### src/rtl/ex_mem_lsu_if.sv
// Load/store unit connection bundle: EX-stage request, data bus and Mem-stage result.
// The slave modport is the LSU view; the master modport is the surrounding pipeline/bus view.
interface ex_mem_lsu_if;
    // EX stage request
    logic        ex_valid_i;
    logic [2:0]  ex_op_i;
    logic [31:0] ex_addr_i;
    logic [31:0] ex_sdata_i;
    logic [4:0]  ex_waddr_i;
    logic [31:0] ex_wdata_i;
    logic        ex_wreg_i;
    logic        flush_i;
    // Data bus
    logic        dreq_o;
    logic        dwe_o;
    logic [3:0]  dbe_o;
    logic [31:0] daddr_o;
    logic [31:0] dwdata_o;
    logic [31:0] drdata_i;
    logic        dack_i;
    // Pipeline control and Mem stage result
    logic        stall_req_o;
    logic [4:0]  waddr_o;
    logic [31:0] wdata_o;
    logic        mem_write_o;
    logic        excp_o;
    logic [1:0]  excp_code_o;

    modport slave (
        input  ex_valid_i, ex_op_i, ex_addr_i, ex_sdata_i, ex_waddr_i, ex_wdata_i, ex_wreg_i,
        input  flush_i, drdata_i, dack_i,
        output dreq_o, dwe_o, dbe_o, daddr_o, dwdata_o,
        output stall_req_o, waddr_o, wdata_o, mem_write_o, excp_o, excp_code_o
    );

    modport master (
        output ex_valid_i, ex_op_i, ex_addr_i, ex_sdata_i, ex_waddr_i, ex_wdata_i, ex_wreg_i,
        output flush_i, drdata_i, dack_i,
        input  dreq_o, dwe_o, dbe_o, daddr_o, dwdata_o,
        input  stall_req_o, waddr_o, wdata_o, mem_write_o, excp_o, excp_code_o
    );
endinterface

### src/rtl/ex_mem_lsu.sv
// EX/MEM load/store unit: passes ALU results through, runs one data bus transfer per memory op
// (stalling EX while busy), extracts/extends load data, flags misalignment and bus timeouts.
module ex_mem_lsu #(
    parameter int unsigned TIMEOUT = 255
) (
    input  logic        clk,
    input  logic        rst,
    ex_mem_lsu_if.slave bus
);

    typedef enum logic {StIdle, StBusy} state_e;

    localparam logic [2:0] OpLb  = 3'd1;
    localparam logic [2:0] OpLbu = 3'd2;
    localparam logic [2:0] OpLw  = 3'd3;
    localparam logic [2:0] OpSb  = 3'd4;
    localparam logic [2:0] OpSw  = 3'd5;

    localparam logic [7:0] CntLast = 8'(TIMEOUT - 1);

    localparam logic [1:0] CodeMisalign = 2'b01;
    localparam logic [1:0] CodeTimeout  = 2'b10;

    state_e      r_state, w_state_d;

    // Instruction held for the duration of the bus transfer
    logic [2:0]  r_op;
    logic [31:0] r_addr;
    logic [31:0] r_sdata;
    logic [4:0]  r_waddr;
    logic        r_wreg;
    logic        r_kill, w_kill_d;
    logic [7:0]  r_cnt, w_cnt_d;

    // Registered Mem-stage result
    logic [4:0]  r_out_waddr, w_out_waddr_d;
    logic [31:0] r_out_wdata, w_out_wdata_d;
    logic        r_out_we, w_out_we_d;
    logic        r_excp, w_excp_d;
    logic [1:0]  r_excp_code, w_excp_code_d;

    logic        w_latch;
    logic        w_is_mem;
    logic        w_misaligned;
    logic        w_killed;
    logic        w_is_load_q;
    logic        w_busy;
    logic [7:0]  w_byte;
    logic [31:0] w_load;

    assign w_is_mem     = (bus.ex_op_i >= OpLb) && (bus.ex_op_i <= OpSw);
    assign w_misaligned = ((bus.ex_op_i == OpLw) || (bus.ex_op_i == OpSw))
                          && (bus.ex_addr_i[1:0] != 2'b00);
    assign w_is_load_q  = (r_op == OpLb) || (r_op == OpLbu) || (r_op == OpLw);
    // A flush in the completing cycle kills the result as well
    assign w_killed     = r_kill | bus.flush_i;
    assign w_busy       = (r_state == StBusy);

    // Select the addressed byte lane (little-endian) and extend it for the held load
    always_comb begin
        w_byte = bus.drdata_i[7:0];
        unique case (r_addr[1:0])
            2'd0: w_byte = bus.drdata_i[7:0];
            2'd1: w_byte = bus.drdata_i[15:8];
            2'd2: w_byte = bus.drdata_i[23:16];
            2'd3: w_byte = bus.drdata_i[31:24];
        endcase
        case (r_op)
            OpLb:    w_load = {{24{w_byte[7]}}, w_byte};
            OpLbu:   w_load = {24'h0, w_byte};
            default: w_load = bus.drdata_i;
        endcase
    end

    // Next state, wait counter, kill flag and Mem-stage result
    always_comb begin
        w_state_d     = r_state;
        w_latch       = 1'b0;
        w_cnt_d       = r_cnt;
        w_kill_d      = r_kill;
        w_out_waddr_d = 5'd0;
        w_out_wdata_d = 32'd0;
        w_out_we_d    = 1'b0;
        w_excp_d      = 1'b0;
        w_excp_code_d = 2'b00;
        unique case (r_state)
            StIdle: begin
                if (bus.ex_valid_i && !bus.flush_i) begin
                    if (!w_is_mem) begin
                        w_out_waddr_d = bus.ex_waddr_i;
                        w_out_wdata_d = bus.ex_wdata_i;
                        w_out_we_d    = bus.ex_wreg_i;
                    end else if (w_misaligned) begin
                        w_excp_d      = 1'b1;
                        w_excp_code_d = CodeMisalign;
                    end else begin
                        w_latch   = 1'b1;
                        w_state_d = StBusy;
                        w_cnt_d   = 8'd0;
                        w_kill_d  = 1'b0;
                    end
                end
            end
            StBusy: begin
                if (bus.dack_i) begin
                    // Ack wins even in the timeout cycle
                    w_state_d = StIdle;
                    if (!w_killed && w_is_load_q) begin
                        w_out_waddr_d = r_waddr;
                        w_out_wdata_d = w_load;
                        w_out_we_d    = r_wreg;
                    end
                end else if (r_cnt == CntLast) begin
                    w_state_d = StIdle;
                    if (!w_killed) begin
                        w_excp_d      = 1'b1;
                        w_excp_code_d = CodeTimeout;
                    end
                end else begin
                    w_cnt_d  = r_cnt + 8'd1;
                    w_kill_d = w_killed;
                end
            end
        endcase
    end

    // State, counter, kill flag and registered outputs
    always_ff @(posedge clk) begin
        if (rst) begin
            r_state     <= StIdle;
            r_cnt       <= 8'd0;
            r_kill      <= 1'b0;
            r_out_waddr <= 5'd0;
            r_out_wdata <= 32'd0;
            r_out_we    <= 1'b0;
            r_excp      <= 1'b0;
            r_excp_code <= 2'b00;
        end else begin
            r_state     <= w_state_d;
            r_cnt       <= w_cnt_d;
            r_kill      <= w_kill_d;
            r_out_waddr <= w_out_waddr_d;
            r_out_wdata <= w_out_wdata_d;
            r_out_we    <= w_out_we_d;
            r_excp      <= w_excp_d;
            r_excp_code <= w_excp_code_d;
        end
    end

    // Capture the memory instruction on BUSY entry
    always_ff @(posedge clk) begin
        if (rst) begin
            r_op    <= 3'd0;
            r_addr  <= 32'd0;
            r_sdata <= 32'd0;
            r_waddr <= 5'd0;
            r_wreg  <= 1'b0;
        end else if (w_latch) begin
            r_op    <= bus.ex_op_i;
            r_addr  <= bus.ex_addr_i;
            r_sdata <= bus.ex_sdata_i;
            r_waddr <= bus.ex_waddr_i;
            r_wreg  <= bus.ex_wreg_i;
        end
    end

    // Bus drive from the held instruction; everything is quiet while idle
    always_comb begin
        bus.dreq_o   = w_busy;
        bus.dwe_o    = 1'b0;
        bus.dbe_o    = 4'b0000;
        bus.daddr_o  = 32'd0;
        bus.dwdata_o = 32'd0;
        if (w_busy) begin
            bus.daddr_o = {r_addr[31:2], 2'b00};
            bus.dbe_o   = 4'b1111;
            if (r_op == OpSb) begin
                bus.dwe_o    = 1'b1;
                bus.dbe_o    = 4'b0001 << r_addr[1:0];
                bus.dwdata_o = {4{r_sdata[7:0]}};
            end else if (r_op == OpSw) begin
                bus.dwe_o    = 1'b1;
                bus.dwdata_o = r_sdata;
            end
        end
    end

    assign bus.stall_req_o = w_busy;
    assign bus.waddr_o     = r_out_waddr;
    assign bus.wdata_o     = r_out_wdata;
    assign bus.mem_write_o = r_out_we;
    assign bus.excp_o      = r_excp;
    assign bus.excp_code_o = r_excp_code;

endmodule

### src/flat_wrapper.sv
// flat-port wrapper written by rule: the top's interface ports become plain ports
module ex_mem_lsu_flat 
#(
    parameter int unsigned TIMEOUT = 255
)
  (clk, rst, bus_ex_valid_i, bus_ex_op_i, bus_ex_addr_i, bus_ex_sdata_i, bus_ex_waddr_i, bus_ex_wdata_i, bus_ex_wreg_i, bus_flush_i, bus_drdata_i, bus_dack_i, bus_dreq_o, bus_dwe_o, bus_dbe_o, bus_daddr_o, bus_dwdata_o, bus_stall_req_o, bus_waddr_o, bus_wdata_o, bus_mem_write_o, bus_excp_o, bus_excp_code_o);
  ex_mem_lsu_if bus_i ();
  input  logic clk;
  input  logic rst;
  input wire logic [$bits(bus_i.ex_valid_i)-1:0] bus_ex_valid_i;
  input wire logic [$bits(bus_i.ex_op_i)-1:0] bus_ex_op_i;
  input wire logic [$bits(bus_i.ex_addr_i)-1:0] bus_ex_addr_i;
  input wire logic [$bits(bus_i.ex_sdata_i)-1:0] bus_ex_sdata_i;
  input wire logic [$bits(bus_i.ex_waddr_i)-1:0] bus_ex_waddr_i;
  input wire logic [$bits(bus_i.ex_wdata_i)-1:0] bus_ex_wdata_i;
  input wire logic [$bits(bus_i.ex_wreg_i)-1:0] bus_ex_wreg_i;
  input wire logic [$bits(bus_i.flush_i)-1:0] bus_flush_i;
  input wire logic [$bits(bus_i.drdata_i)-1:0] bus_drdata_i;
  input wire logic [$bits(bus_i.dack_i)-1:0] bus_dack_i;
  output wire logic [$bits(bus_i.dreq_o)-1:0] bus_dreq_o;
  output wire logic [$bits(bus_i.dwe_o)-1:0] bus_dwe_o;
  output wire logic [$bits(bus_i.dbe_o)-1:0] bus_dbe_o;
  output wire logic [$bits(bus_i.daddr_o)-1:0] bus_daddr_o;
  output wire logic [$bits(bus_i.dwdata_o)-1:0] bus_dwdata_o;
  output wire logic [$bits(bus_i.stall_req_o)-1:0] bus_stall_req_o;
  output wire logic [$bits(bus_i.waddr_o)-1:0] bus_waddr_o;
  output wire logic [$bits(bus_i.wdata_o)-1:0] bus_wdata_o;
  output wire logic [$bits(bus_i.mem_write_o)-1:0] bus_mem_write_o;
  output wire logic [$bits(bus_i.excp_o)-1:0] bus_excp_o;
  output wire logic [$bits(bus_i.excp_code_o)-1:0] bus_excp_code_o;
  assign bus_i.ex_valid_i = bus_ex_valid_i;
  assign bus_i.ex_op_i = bus_ex_op_i;
  assign bus_i.ex_addr_i = bus_ex_addr_i;
  assign bus_i.ex_sdata_i = bus_ex_sdata_i;
  assign bus_i.ex_waddr_i = bus_ex_waddr_i;
  assign bus_i.ex_wdata_i = bus_ex_wdata_i;
  assign bus_i.ex_wreg_i = bus_ex_wreg_i;
  assign bus_i.flush_i = bus_flush_i;
  assign bus_i.drdata_i = bus_drdata_i;
  assign bus_i.dack_i = bus_dack_i;
  assign bus_dreq_o = bus_i.dreq_o;
  assign bus_dwe_o = bus_i.dwe_o;
  assign bus_dbe_o = bus_i.dbe_o;
  assign bus_daddr_o = bus_i.daddr_o;
  assign bus_dwdata_o = bus_i.dwdata_o;
  assign bus_stall_req_o = bus_i.stall_req_o;
  assign bus_waddr_o = bus_i.waddr_o;
  assign bus_wdata_o = bus_i.wdata_o;
  assign bus_mem_write_o = bus_i.mem_write_o;
  assign bus_excp_o = bus_i.excp_o;
  assign bus_excp_code_o = bus_i.excp_code_o;
  ex_mem_lsu #(.TIMEOUT(TIMEOUT)) u_core (.clk(clk), .rst(rst), .bus(bus_i));
endmodule
### config.mk
export PLATFORM = sky130hd
export DESIGN_NAME = ex_mem_lsu_flat
export DESIGN_NICKNAME = d
export VERILOG_FILES = /design/src/rtl/ex_mem_lsu_if.sv /design/src/rtl/ex_mem_lsu.sv /design/src/flat_wrapper.sv
export SDC_FILE = /design/constraint.sdc
export NUM_CORES = 1
export LEC_CHECK = 0
export ABC_AREA = 1
export BUFFER_PORTS_ARGS = -buffer_cell sky130_fd_sc_hd__buf_2
export CORE_ASPECT_RATIO = 1.75
export CORE_MARGIN = 8
export CORE_UTILIZATION = 28
export DETAILED_ROUTE_END_ITERATION = 6
export SLEW_MARGIN = 20
export SYNTH_ARGS = -nofsm -noshare
export SYNTH_HDL_FRONTEND = slang
export SYNTH_SLANG_ARGS = --single-unit
### constraint.sdc
create_clock -name clk -period 2.4 [get_ports clk]
set_input_delay 0.24 -clock clk [delete_from_list [all_inputs] [get_ports clk]]
set_output_delay 0.24 -clock clk [all_outputs]
set_load 0.03 [all_outputs]
### Yosys cells after proc, flatten, opt, wreduce, memory -nomap -nowiden

Index checks and enable logic that the tools add are counted.

| storage, ports and cells | value |
|---|---|
| register bits after elaboration | 124 |
| bits of input ports | 142 |
| output and inout bits | 112 |
| word-level logic and storage cells | 106 |

| cells by class | value |
|---|---|
| add/sub/neg operators | 1 |
| $lt $le $gt $ge | 2 |
| eq/ne operators | 16 |
| shifts and indexed selects | 1 |
| multiplexer cells | 59 |
| bitwise operators | 2 |
| reduce and logical (&&, ||, !) cells | 12 |

Operator list:

| cell | count |
|---|---|
| 32-bit two-way mux | 8 |
| 32-bit one-hot mux with 2 select lines | 2 |
| 8-bit two-way mux | 5 |
| 8-bit one-hot mux with 4 select lines | 1 |
| 1-bit two-way mux | 25 |
| 5-bit two-way mux | 4 |
| 8-bit one-hot mux with 2 select lines | 1 |
| 2-bit two-way mux | 5 |
| 5-bit one-hot mux with 2 select lines | 1 |
| 3-bit by 2-bit == test with 1-bit output (second input constant) | 3 |
| 3-bit == test (second input constant) | 3 |
| 8-bit by 1-bit adder with 8-bit output (second input constant) | 1 |
| 8-bit == test (second input constant) | 1 |
| 4-bit two-way mux | 2 |
| 1-bit one-hot mux with 2 select lines | 4 |
| 2-bit inequality test (second input constant) | 3 |
| 5-bit AND reduction | 1 |
| 2-bit == test (second input constant) | 2 |
| 1-bit logical AND | 4 |
| 2-bit by 1-bit inequality test with 1-bit output (second input constant) | 2 |
| 2-bit one-hot mux with 2 select lines | 1 |
| 1-bit by 2-bit << shifter with 4-bit output (first input constant) | 1 |
| 3-bit by 1-bit == test with 1-bit output (second input constant) | 1 |
| 3-bit by 1-bit >= comparator with 1-bit output (second input constant) | 1 |
| other kinds (8) | 11 |

### Logic depth before layout (Yosys ltp)

| logic depth | value |
|---|---|
| depth after elaboration | 7 |
| gate-level depth with buffers | 9 |
| gate-level depth less buffers | 9 |

### Least setup slack after synthesis

No wires, ideal clock.

| timing path | value |
|---|---|
| path kind | flip-flop to output port |
| from | reg u_core.r_state, in the netlist u_core.bus.dreq_o |
| to | out bus_dwdata_o[14] |
| arrival time | 1.657 ns |
| data required time | 2.160 ns |
| path slack | 0.503 ns |
| cell stages (with the launch flop) | 7 |
| buffers on the path | 2 |
| cells stage by stage | dfxtp_1 > buf_6 > nand3_2 > clkbuf_1 > a21oi_1 > inv_1 > nor2_1 |

| on the way | value |
|---|---|
| longest elaborated chain between the ends | 1 |

RTL lines:

| item | line | text |
|---|---|---|
| start: declaration | ex_mem_lsu.sv:24 | `state_e r_state, w_state_d;` |
| start signal: assignment | ex_mem_lsu.sv:130 | `r_state <= StIdle;` |
| start signal: assignment | ex_mem_lsu.sv:139 | `r_state <= w_state_d;` |
| 32-bit two-way mux | ex_mem_lsu.sv:174 | `if (w_busy) begin` |
| end: declaration | flat_wrapper.sv:24 | `output wire logic [$bits(bus_i.dwdata_o)-1:0] bus_dwdata_o;` |

Every way passes these cells.

### Final worst setup path

| timing path | value |
|---|---|
| from | reg u_core.r_op[1] |
| to | out bus_dwdata_o[25] |

| on the way | value |
|---|---|
| longest elaborated chain between the ends | 4 |

RTL lines:

| item | line | text |
|---|---|---|
| start: declaration | ex_mem_lsu.sv:27 | `logic [2:0] r_op;` |
| start signal: assignment | ex_mem_lsu.sv:159 | `r_op <= bus.ex_op_i;` |
| 3-bit == test | ex_mem_lsu.sv:181 | `end else if (r_op == OpSw) begin` |
| 32-bit two-way mux | ex_mem_lsu.sv:181 |  |
| 32-bit two-way mux * | ex_mem_lsu.sv:177 | `if (r_op == OpSb) begin` |
| 32-bit two-way mux * | ex_mem_lsu.sv:174 |  |

Mark *: on every way between the ends. The rest lies on a longest branch, timed or not.

==> results by group <==
Status
  – Status: finished clean

Logic synthesis
  – Synth Cell Area: 5880 µm²
  – Avg Inst Size Synth: 6.77 µm²
  – Synth cell types: 28
  – Fraction of registers with async set/reset: 0%
  – Number of synthesized flops with an enable pin: 0
  – Top_reg_cell synth: dfxtp_1
  – Post-synthesis sequential area ratio: 42.2%
  – Post-Syn Instances: 868
  – Yosys warnings: 0
  – Yosys reg bits: 124

Timing
  – Max_slew headroom: 54.2%
  – Layout Skew: 0.00622 ns
  – Setup ws final: 0.225 ns
  – Worst-margin pin slew: 0.685 ns
  – Worst hold margin: 0.0520 ns
  – Final Hold Viols: 0
  – Fmax: 0.460 GHz
  – Unrepaired setup endpoints after global routing: no
  – Min Clock Period, post-route: 2.18 ns
  – Setup_tns: 0 ns
  – Setup-failing EPs final: 0
  – Final Cycle Share: 90.6%
  – Max-slew violation count: 0

GRT
  – Vias in the first global route: 6,333
  – Total track usage: 15.9%
  – Largest net degree at the start of global routing: 49
  – Initial antenna violation count: 5
  – Grt ovf: 0
  – First-pass GRT wire length: 32,900 µm

Place
  – Gpl congestion: 0.815
  – Placed cells: 1,331
  – Hpwl dp: 16,200 µm
  – PortBufs: 251
  – Post-place setup slack: 0.616 ns

Layout
  – Fin nets: 1,242
  – # fillers: 2,264
  – Layout cell share with drive strength beyond 1: 28.9%
  – Area Overhead vs Synth: 33.8%
  – Layout Cells excl Fill: 1,365
  – Area occupied by registers: 2480 µm²
  – Multi-input logic area: 2720 µm²

Route
  – Antenna viol nets, final: 0
  – WL met2: 11,400 µm
  – Metal3 WL: 1480 µm
  – Total wire length: 21,000 µm
  – # DRC: 0
  – DR iter-0 viols: 251
  – Post-DR wirelength/cell: 15.4 µm
  – Routed via count: 6,199
  – Metal-1 WL: 7650 µm
  – Drt first pass iters: 4
  – Max Used Layer: met5
  – Vias per inst: 4.54

Hold path
  – HP Start: bus_ex_addr_i[15]
  – HP Class: in2reg

Critical path
  – Worst EP arrival: 1.94 ns
  – Worst path max stage delay: 0.32 ns
  – R2r startpoint: u_core.bus.dreq_o
  – CP Max Fanout: 8
  – CP Cell Sequence: inv_2, nand2_2, nor2_1, buf_4, a21oi_1, inv_1, nor2_1, buf_2
  – CP Class: reg2out
  – Required @ worst endpoint: 2.16 ns
  – Critical path origin: u_core.r_op[1]
  – CP endpoint kind: output pin
  – R2R setup slack: 0.61 ns
  – Most used cell along the critical path: nor2_1
  – Startpoint types: register
  – Critical Path Slowest Stage Cell: dfxtp_1

Floorplanning
  – Std-Cell Rows: 70
  – Die area: 26,100 µm²
  – I/O Pins: 254
  – Die height: 208 µm
  – Total core area: 20,800 µm²
  – Initial Utilization: 28.3%
  – Die X-Extent: 126 µm

Power and ir drop
  – Worst VDD drop: 0.496 mV
  – Leakage dissipation: 3.99 nW
  – Total chip power: 0.00558 W
  – PwrDens: 709 nW/µm²

Clocking
  – Depth of the CTS H-tree: 4
  – Hold buffer count at cts: 0
  – Postcts setup bufs: 0
  – CTS max path bufs: 2
  – CTS tree: yes
  – Reg clk slew, reported paths: 0.06 ns
  – CTS buffer count: 17
  – Clock Latency Late Sink: 0.42 ns
  – CTS Root Buffer Type: clkbuf_16
  – TritonCTS Sinks: 124
  – Post-cts resize count: 0

Job
  – Max-Cap Viols: 0
## through the flow
stage / cell area [µm²] / utilization, %
floorplan: 5880 / -
global placement: 7240 / 34.9
detailed placement: 7240 / 34.9
CTS: 7860 / 37.9
global route: 7870 / 37.9
finish: 7870 / 37.9
## worst max-delay path, delay by kind of cell (launching register included)
family | cells | cell delay, ns
DFF | 1 | 0.32
buffers and inverters | 4 | 0.66
and+or+nand+nor | 3 | 0.46
AOI/OAI and AO/OA | 1 | 0.08
## Yosys cell counts, types with 4 or more instances
master / number / area, µm²
nor2_1: 212 / 796
buf_4: 11 / 82.6
clkbuf_1: 27 / 101
inv_2: 6 / 22.5
buf_6: 12 / 135
buf_2: 6 / 30.0
nand3b_1: 24 / 180
nand3_1: 41 / 205
nand2_1: 129 / 484
dfxtp_1: 124 / 2480
a21oi_1: 68 / 340
nand4_1: 4 / 25.0
o21ai_1: 11 / 55.1
nand2_2: 8 / 50.1
inv_1: 82 / 308
o21ai_0: 87 / 435
## path summary, 6_finish.rpt
check | endpoint | cells after the start
max | bus_dwdata_o[25] | 8
min | u_core.r_addr[15] | 3
max reg2reg | u_core.bus.wdata_o[28] | 6
min reg2reg | u_core.r_cnt[5] | 2
## placed cells by master (no fill, tap or decap)
cell type / n
buf_2: 251
nor2_1: 211
nand2_1: 129
dfxtp_1: 123
o21ai_0: 87
inv_1: 81
a21oi_1: 68
nand3_1: 41
nand3b_1: 24
clkbuf_16: 17
buf_4: 14
o21ai_1: 11
nand2_2: 8
inv_2: 7
nor2_2: 4
nand4_1: 4
bufinv_16: 4
clkinv_2: 4
diode_2: 2
inv_6: 2
nand3_4: 2
ha_1: 2
conb_1: 2
clkbuf_1: 2
clkbuf_8: 2
nand3_2: 1
nand2_4: 1
a31oi_1: 1
nor3_1: 1
xor2_1: 1
xnor2_1: 1
o22ai_1: 1
clkinv_4: 1
clkinvlp_4: 1
buf_12: 1
dfxtp_2: 1
## registers in the layout (all words and copies together) (netlist names)
name,flops
u_core.r_sdata,32
u_core.bus.waddr_o,5
u_core.bus.excp_o,1
u_core.bus.dreq_o,1
u_core.r_op,3
u_core.bus.excp_code_o,2
u_core.r_addr,32
u_core.r_kill,1
u_core.bus.wdata_o,32
u_core.r_waddr,5
u_core.bus.mem_write_o,1
u_core.r_wreg,1
u_core.r_cnt,8
## power by group
part | switching [W] | total [W] | internal (W)
Combinational | 0.000408 | 0.000640 | 0.000232
Sequential | 0.0000415 | 0.00219 | 0.00215
Clock | 0.000955 | 0.00274 | 0.00179
## cell type report
cell class | count | area share (%)
diodes | 2 | 0.0636
clock buffers | 21 | 5.85
clock inverters | 11 | 2.10
inverters | 89 | 4.31
multi-input cells | 600 | 34.5
flip-flops and latches | 124 | 31.6
well taps | 252 | 4.01
repair buffers | 266 | 17.6
## kinds of logic (layout without fill, tap and decap cells)
family	count (synthesis)	in the layout	share of synthesized area [%]
other	1	4	0.0638
AND/OR/NAND/NOR	426	426	31.0
AO/OA/AOI/OAI	168	168	14.3
buffers and inverters	145	387	11.7
flip-flops	124	124	42.2
XOR/XNOR	2	2	0.298
adder cells (fa/ha/maj)	2	2	0.425
## per-layer routing
metal | vias to the layer above | global-route usage [%]
li1 | 3190 | -
met1 | 2779 | 14.8
met2 | 194 | 30.5
met3 | 30 | 5.32
met4 | 6 | 6.71
met5 | - | 0
No activity file was read; power rests on OpenSTA's default activity.
